File: config.mk
export PLATFORM = sky130hd
export DESIGN_NAME = mem_ctrl_arbiter
export DESIGN_NICKNAME = d
export VERILOG_FILES = /design/src/rtl/mem_ctrl_arbiter_pkg.sv /design/src/rtl/mem_ctrl_arbiter.sv
export SDC_FILE = /design/constraint.sdc
export NUM_CORES = 1
export LEC_CHECK = 0
export ABC_CLOCK_PERIOD_IN_PS = 5200
export CORE_ASPECT_RATIO = 0.9
export CORE_MARGIN = 2
export CORE_UTILIZATION = 29
export DETAILED_ROUTE_END_ITERATION = 10
export DONT_BUFFER_PORTS = 1
export GPL_TIMING_DRIVEN = 1
export PLACE_DENSITY = 0.5
export SYNTH_ARGS = -nofsm -noshare
export SYNTH_HDL_FRONTEND = slang
export SYNTH_SLANG_ARGS = --single-unit
File: constraint.sdc
create_clock -name clk_in -period 5.2 [get_ports clk_in]
set_clock_uncertainty 0.2 [all_clocks]
set_input_delay 0.52 -clock clk_in [delete_from_list [all_inputs] [get_ports clk_in]]
set_output_delay 0.52 -clock clk_in [all_outputs]
set_load 0.02 [all_outputs]
File: src/rtl/mem_ctrl_arbiter_pkg.sv
// mem_ctrl_arbiter_pkg
//   Shared encodings for the memory-controller arbiter: FSM state type,
//   access-size codes, the default IO window selector and a helper that
//   turns a size code into a byte count.
package mem_ctrl_arbiter_pkg;

  typedef enum logic [1:0] {
    MC_IDLE   = 2'b00,
    MC_IF_RD  = 2'b01,
    MC_MEM_RD = 2'b10,
    MC_MEM_WR = 2'b11
  } mc_state_e;

  localparam logic [1:0] SIZE_B = 2'b00;
  localparam logic [1:0] SIZE_H = 2'b01;
  localparam logic [1:0] SIZE_W = 2'b10;

  // addr[17:16] value that selects the IO window
  localparam logic [1:0] IO_HI_DEFAULT = 2'b11;

  // Byte count of an access; the unused code 11 behaves as a word.
  function automatic logic [2:0] size_to_len(input logic [1:0] size);
    case (size)
      SIZE_B:  size_to_len = 3'd1;
      SIZE_H:  size_to_len = 3'd2;
      default: size_to_len = 3'd4;
    endcase
  endfunction

endpackage

File: src/rtl/mem_ctrl_arbiter.sv
// mem_ctrl_arbiter
//   Owns the byte-wide RAM port and shares it between instruction fetch
//   (always 4 bytes) and MEM-stage loads/stores (1/2/4 bytes), moving one
//   byte per cycle. MEM has priority; arbitration only happens in IDLE.
//
// Ports
//   clk_in, rst_in (sync, active-high), rdy_in (low = freeze everything)
//   if_req_in / if_addr_in / if_abort_in      fetch request, address, flush
//   if_done_out / if_inst_out                 fetch done pulse, fetched word
//   mem_req_in / mem_we_in / mem_size_in      MEM request, store flag, size
//   mem_addr_in / mem_wdata_in                MEM address, store data
//   mem_done_out / mem_rdata_out              MEM done pulse, load data
//   mem_access_out                            MEM is using / wants the port
//   ram_din_in / ram_dout_out                 RAM read / write byte
//   ram_a_out / ram_wr_out                    RAM address / write strobe
//   io_buffer_full_in                         UART buffer full
//
// Build option
//   MC_IO_STALL_EN : hold IO-window stores in IDLE while io_buffer_full_in
//                    is high, and insert one dead IDLE cycle after each IO
//                    write. Undefined: io_buffer_full_in is ignored.
//
// state     | meaning
// ----------+---------------------------------------------------------
// MC_IDLE   | port free; arbitrate (MEM beats IF)
// MC_IF_RD  | 4-byte fetch in progress; abortable
// MC_MEM_RD | MEM load in progress (1/2/4 bytes)
// MC_MEM_WR | MEM store in progress (1/2/4 bytes)
module mem_ctrl_arbiter
  import mem_ctrl_arbiter_pkg::*;
#(
  parameter int         ADDR_W = 32,
  parameter logic [1:0] IO_HI  = IO_HI_DEFAULT
) (
  input  logic              clk_in,
  input  logic              rst_in,
  input  logic              rdy_in,
  input  logic              if_req_in,
  input  logic [ADDR_W-1:0] if_addr_in,
  input  logic              if_abort_in,
  output logic              if_done_out,
  output logic [31:0]       if_inst_out,
  input  logic              mem_req_in,
  input  logic              mem_we_in,
  input  logic [1:0]        mem_size_in,
  input  logic [ADDR_W-1:0] mem_addr_in,
  input  logic [31:0]       mem_wdata_in,
  output logic              mem_done_out,
  output logic [31:0]       mem_rdata_out,
  output logic              mem_access_out,
  input  logic [7:0]        ram_din_in,
  output logic [7:0]        ram_dout_out,
  output logic [ADDR_W-1:0] ram_a_out,
  output logic              ram_wr_out,
  input  logic              io_buffer_full_in
);

  mc_state_e         state_q, state_d;
  // cnt_q holds the index of the edge about to happen, counted from the
  // accept edge (E0). It addresses byte cnt and samples byte cnt-2.
  logic [2:0]        cnt_q, cnt_d;
  logic [2:0]        len_q, len_d;
  logic [ADDR_W-1:0] base_q, base_d;
  logic [31:0]       wdata_q, wdata_d;
  logic [31:0]       rbuf_q, rbuf_d;
  logic [ADDR_W-1:0] ram_a_q, ram_a_d;
  logic [7:0]        ram_dout_q, ram_dout_d;
  logic              wr_q, wr_d;
  logic              if_done_q, if_done_d;
  logic              mem_done_q, mem_done_d;
  logic [31:0]       if_inst_q, if_inst_d;
  logic [31:0]       mem_rdata_q, mem_rdata_d;

  logic              io_block;
  logic              dead_cycle;
  logic              mem_ok;
  logic              if_ok;
  logic [1:0]        byte_idx;
  logic [31:0]       rbuf_merged;
  logic [ADDR_W-1:0] addr_k;

`ifdef MC_IO_STALL_EN
  logic io_last_q, io_last_d;
  logic io_dead_q, io_dead_d;

  assign io_block   = mem_we_in && (mem_addr_in[17:16] == IO_HI) && io_buffer_full_in;
  assign dead_cycle = io_dead_q;
`else
  logic [2:0] unused_io;

  assign unused_io  = {io_buffer_full_in, IO_HI};
  assign io_block   = 1'b0;
  assign dead_cycle = 1'b0;
`endif

  // A requester whose done pulse is high this cycle is ignored, so a
  // request is never serviced twice.
  assign mem_ok = mem_req_in && !mem_done_q && !io_block && !dead_cycle;
  assign if_ok  = if_req_in && !if_done_q && !if_abort_in && !dead_cycle;

  assign byte_idx = cnt_q[1:0] - 2'd2;
  assign addr_k   = base_q + ADDR_W'(cnt_q);

  always_comb begin
    rbuf_merged = rbuf_q;
    rbuf_merged[{byte_idx, 3'b000} +: 8] = ram_din_in;
  end

  always_comb begin
    state_d     = state_q;
    cnt_d       = cnt_q;
    len_d       = len_q;
    base_d      = base_q;
    wdata_d     = wdata_q;
    rbuf_d      = rbuf_q;
    ram_a_d     = ram_a_q;
    ram_dout_d  = ram_dout_q;
    wr_d        = 1'b0;
    if_done_d   = 1'b0;
    mem_done_d  = 1'b0;
    if_inst_d   = if_inst_q;
    mem_rdata_d = mem_rdata_q;
`ifdef MC_IO_STALL_EN
    io_last_d   = io_last_q;
    io_dead_d   = 1'b0;
`endif

    case (state_q)
      MC_IDLE: begin
`ifdef MC_IO_STALL_EN
        io_dead_d = mem_done_q && io_last_q;
`endif
        if (mem_ok) begin
          base_d  = mem_addr_in;
          len_d   = size_to_len(mem_size_in);
          cnt_d   = 3'd1;
          ram_a_d = mem_addr_in;
          if (mem_we_in) begin
            state_d    = MC_MEM_WR;
            wdata_d    = mem_wdata_in;
            ram_dout_d = mem_wdata_in[7:0];
            wr_d       = 1'b1;
          end else begin
            state_d = MC_MEM_RD;
            rbuf_d  = '0;
          end
        end else if (if_ok) begin
          state_d = MC_IF_RD;
          base_d  = if_addr_in;
          len_d   = 3'd4;
          cnt_d   = 3'd1;
          ram_a_d = if_addr_in;
          rbuf_d  = '0;
        end
      end

      MC_IF_RD, MC_MEM_RD: begin
        if (state_q == MC_IF_RD && if_abort_in) begin
          state_d = MC_IDLE;
          cnt_d   = '0;
          ram_a_d = '0;
        end else begin
          if (cnt_q >= 3'd2) rbuf_d = rbuf_merged;
          ram_a_d = (cnt_q < len_q) ? addr_k : '0;
          if (cnt_q == len_q + 3'd1) begin
            state_d = MC_IDLE;
            cnt_d   = '0;
            if (state_q == MC_IF_RD) begin
              if_done_d = 1'b1;
              if_inst_d = rbuf_merged;
            end else begin
              mem_done_d  = 1'b1;
              mem_rdata_d = rbuf_merged;
            end
          end else begin
            cnt_d = cnt_q + 3'd1;
          end
        end
      end

      MC_MEM_WR: begin
        if (cnt_q < len_q) begin
          ram_a_d    = addr_k;
          ram_dout_d = wdata_q[{cnt_q[1:0], 3'b000} +: 8];
          wr_d       = 1'b1;
          cnt_d      = cnt_q + 3'd1;
        end else begin
          state_d    = MC_IDLE;
          cnt_d      = '0;
          ram_a_d    = '0;
          mem_done_d = 1'b1;
`ifdef MC_IO_STALL_EN
          io_last_d  = (base_q[17:16] == IO_HI);
`endif
        end
      end

      default: state_d = MC_IDLE;
    endcase
  end

  always_ff @(posedge clk_in) begin
    if (rst_in) begin
      state_q     <= MC_IDLE;
      cnt_q       <= '0;
      len_q       <= '0;
      base_q      <= '0;
      wdata_q     <= '0;
      rbuf_q      <= '0;
      ram_a_q     <= '0;
      ram_dout_q  <= '0;
      wr_q        <= 1'b0;
      if_done_q   <= 1'b0;
      mem_done_q  <= 1'b0;
      if_inst_q   <= '0;
      mem_rdata_q <= '0;
`ifdef MC_IO_STALL_EN
      io_last_q   <= 1'b0;
      io_dead_q   <= 1'b0;
`endif
    end else if (rdy_in) begin
      state_q     <= state_d;
      cnt_q       <= cnt_d;
      len_q       <= len_d;
      base_q      <= base_d;
      wdata_q     <= wdata_d;
      rbuf_q      <= rbuf_d;
      ram_a_q     <= ram_a_d;
      ram_dout_q  <= ram_dout_d;
      wr_q        <= wr_d;
      if_done_q   <= if_done_d;
      mem_done_q  <= mem_done_d;
      if_inst_q   <= if_inst_d;
      mem_rdata_q <= mem_rdata_d;
`ifdef MC_IO_STALL_EN
      io_last_q   <= io_last_d;
      io_dead_q   <= io_dead_d;
`endif
    end
  end

  assign if_done_out    = if_done_q;
  assign if_inst_out    = if_inst_q;
  assign mem_done_out   = mem_done_q;
  assign mem_rdata_out  = mem_rdata_q;
  assign ram_a_out      = ram_a_q;
  assign ram_dout_out   = ram_dout_q;
  // The strobe is gated so a frozen cycle never writes the RAM.
  assign ram_wr_out     = wr_q && rdy_in;
  assign mem_access_out = mem_req_in || (state_q == MC_MEM_RD) || (state_q == MC_MEM_WR);

endmodule

==> flow_metrics.env <==
export IMPL_cpLargestDelayFamily="simple AND/OR/NAND/NOR gates"
export IMPL_synth_top_family_by_area="simple AND/OR/NAND/NOR gates"
export IMPL_drt_pass1_iter_count=5
export IMPL_ant_nets=0
export IMPL_yosys_register_bits=211
export IMPL_p_clk_frac=0.418
export IMPL_num_vias=8787
export IMPL_synthSimpleGateAreaFrac=0.2344
export IMPL_power_total_w=0.004186
export IMPL_utilization=0.3455
export IMPL_post_route_period_util=0.7627
export IMPL_post_place_ws_ns=1.749
export IMPL_rows=64
export IMPL_synth_cell_type_count=67
export IMPL_drt_iter0_markers=548
export IMPL_drv_slew=0
export IMPL_synth_edf_count=0
export IMPL_grt_antenna_before_repair=0
export IMPL_power_frac_seq=0.442
export IMPL_yosys_warnings=0
export IMPL_yosys_area_share_adder=0.02353
export IMPL_grt_max_degree=201
export IMPL_antenna_cells=0
export IMPL_die_height_um=179.2
export IMPL_r2r_start="if_done_out"
export IMPL_synth_ff_type="dfxtp_1"
export IMPL_synthCells=1187
export IMPL_combPwrFrac=0.140
export IMPL_synthArstFlopShare=0
export IMPL_synth_nets=1319
export IMPL_place_area_um2=10240
export IMPL_dpl_hpwl_mm=21.44
export IMPL_grt_pass1_vias=8151
export IMPL_numCtsBuffers=25
export IMPL_period_minus_slack_ns=3.966
export IMPL_grt_ovfl_total=0
export IMPL_final_common_cell="dfxtp_1"
export IMPL_final_area_um2=11680
export IMPL_routedWlPerCell_um=19.40
export IMPL_irDropWorstVdd_uv=256.7
export IMPL_grt_pass1_wl_mm=49.11
export IMPL_cts_root_buf="clkbuf_16"
export IMPL_muxShareOfSynthArea=0.03846
export IMPL_path_class="flip-flop to flip-flop"
export IMPL_start_util=0.2927
export IMPL_grtUsageTotal=0.1780
export IMPL_fin_tns_setup_ns=0
export IMPL_finalSetupViolations=0
export IMPL_gp_congestion=0.8013
export IMPL_synth_compound_area_frac=0.2163
export IMPL_p_leak_nw=3.897
export IMPL_drc=0
export IMPL_fmax_mhz=252.1
export IMPL_finalWorstSetupSlack_ns=1.234
export IMPL_cp_startpoint="if_done_out"
export IMPL_dieArea_um2=35600
export IMPL_critPathBufInv=2
export IMPL_yosysSeqAreaShare=0.4271
export IMPL_cap_violations=0
export IMPL_powerDensity_nw_per_um2=358.5
export IMPL_fp_dieW_um=198.7
export IMPL_drive_above_1_share=0.07407
export IMPL_nFillCells=3533
export IMPL_tightest_slew_ns=1.032
export IMPL_cts_tree="done"
export IMPL_min_path_type="input pin to flip-flop"
export IMPL_area_growth_syn_to_layout_pct=18.07
export IMPL_finalWirelength_mm=32.53
export IMPL_netlist_area_um2=9889
export IMPL_ctsResizeCount=0
export IMPL_rsz0062_at_grt="false"
export IMPL_relSlewSlack=0.3067
export IMPL_required_ns=5.47
export IMPL_clkTransAtPathRegs_ns=0.06
export IMPL_portBuffers=0
export IMPL_intPower_w=0.002974
export IMPL_hold_viol=0
export IMPL_cp_arrival_ns=4.24
export IMPL_synth_avg_cell_area_um2=8.331
export IMPL_cts_buffer_depth=3
export IMPL_min_delay_start="mem_wdata_in[5]"
export IMPL_cp_start_kind="flip-flop"
export IMPL_layout_common_cells="dfxtp_1 (211), nand2_1 (170), nor2_1 (136)"
export IMPL_cp_end_kind="flip-flop"
export IMPL_viasPerCell=5.240
export IMPL_cts_sinks=211
export IMPL_clock_latency_ns=0.53
export IMPL_cp_max_fo=29
export IMPL_top_level_ports=222
export IMPL_outcome="complete, no violations"
export IMPL_crit_chain="nor3b_1 -> o21ai_1 -> nor2_4 -> buf_4 -> nor2_1 -> a311oi_1 -> dlygate4sd3_1"
export IMPL_core_area_um2=33790
export IMPL_htreeDepth=1
export IMPL_synth_xor_area_share=0.01480
export IMPL_layout_nets=1332
export IMPL_crit_slowest_cell="nor3b_1"
export IMPL_slowest_delay_ns=0.86
export IMPL_netSwitchingFraction=0.2897
export IMPL_p_sw_w=0.001213
-- cells by family (layout without fill, tap and decap cells) --
family,after synthesis,after routing
buf+inv,108,136
xor+xnor,15,15
simple gates,485,485
mux,28,28
fa+ha+maj,18,18
compound gates,322,322
flops,211,211
-- repair_timing --
action | CTS | global route
hold endpoints to repair | 201 | 0
buffers inserted | 0 | 0
hold buffers | 60 | 0
-- flip-flops by register name (all words and copies together), names as in the netlist --
name,flops
rbuf_q,32
len_q,3
wr_q,1
state_q,2
mem_done_out,1
mem_rdata_out,32
wdata_q,32
if_inst_out,32
if_done_out,1
ram_a_out,32
cnt_q,3
ram_dout_out,8
base_q,32
-- power by group through the flow --
stage                     Sequential [W]  Clock [W]  Combinational, W
after floorplan                  0.00185          0          0.000404
after global placement           0.00188          0          0.000508
after detailed placement         0.00189          0          0.000514
after CTS                        0.00185    0.00182          0.000588
after global routing             0.00186    0.00188          0.000651
final                            0.00185    0.00175          0.000585
-- layout make-up --
class	count	area, um2	share of cell area
clock buffer	33	705.7	0.06044
clock inverter	9	108.9	0.009323
inverter	15	56.30	0.004822
multi-input combinational	868	5243	0.4490
sequential	211	4224	0.3618
tap	462	578.1	0.04951
timing repair buffer	79	760.7	0.06515
-- cell usage after synthesis (all sizes together), types with 3 or more instances --
cell     instances  area share
nor4            23       0.015
o221a            7      0.0080
nor2b           37       0.023
a221oi           3      0.0027
nor4b            3      0.0039
o2111ai          3      0.0033
dfxtp          211        0.43
and2             6      0.0038
a311oi          13       0.012
a211oi          99       0.075
o31a            11      0.0097
nand3b          33       0.025
nand2          170       0.065
clkbuf          57       0.022
o221ai           3      0.0027
nand4            7      0.0059
ha              17       0.022
mux2i           20       0.020
inv             14      0.0053
o21ai           33       0.017
o31ai            4      0.0030
a31oi            3      0.0019
o21a             5      0.0038
nand3           21       0.011
a21oi          118       0.060
xnor2            9      0.0080
buf             36       0.018
and3             4      0.0030
nor3            29       0.015
and4             7      0.0063
o211ai           4      0.0030
mux4             8       0.018
xor2             5      0.0044
nor2           139       0.053
-- final timing paths --
kind | depth (start not counted) | slack, ns | endpoint
min | 2 | 0.04 | ram_dout_out[5]
min reg2reg | 2 | 0.24 | rbuf_q[1]
max | 7 | 1.23 | base_q[23]
max reg2reg | 7 | 1.23 | base_q[23]
-- routing by layer --
| layer | routed length (um) | GRT usage | part of all wire |
|---|---|---|---|
| met1 | 15400 | 0.2539 | 0.47 |
| met2 | 14060 | 0.2631 | 0.43 |
| met3 | 2162 | 0.04289 | 0.066 |
| met4 | 908 | 0.05442 | 0.028 |
| met5 | 0 | 0 | 0 |
-- through the flow --
step / hold slack (ns) / instances
floorplan: 0.2273 / 1187
global placement: 0.2292 / 1575
detailed placement: 0.2348 / 1575
CTS: 0.01400 / 1677
global route: 0.01822 / 1677
finish: 0.03943 / 1677
No activity file was read; power rests on OpenSTA's default activity.
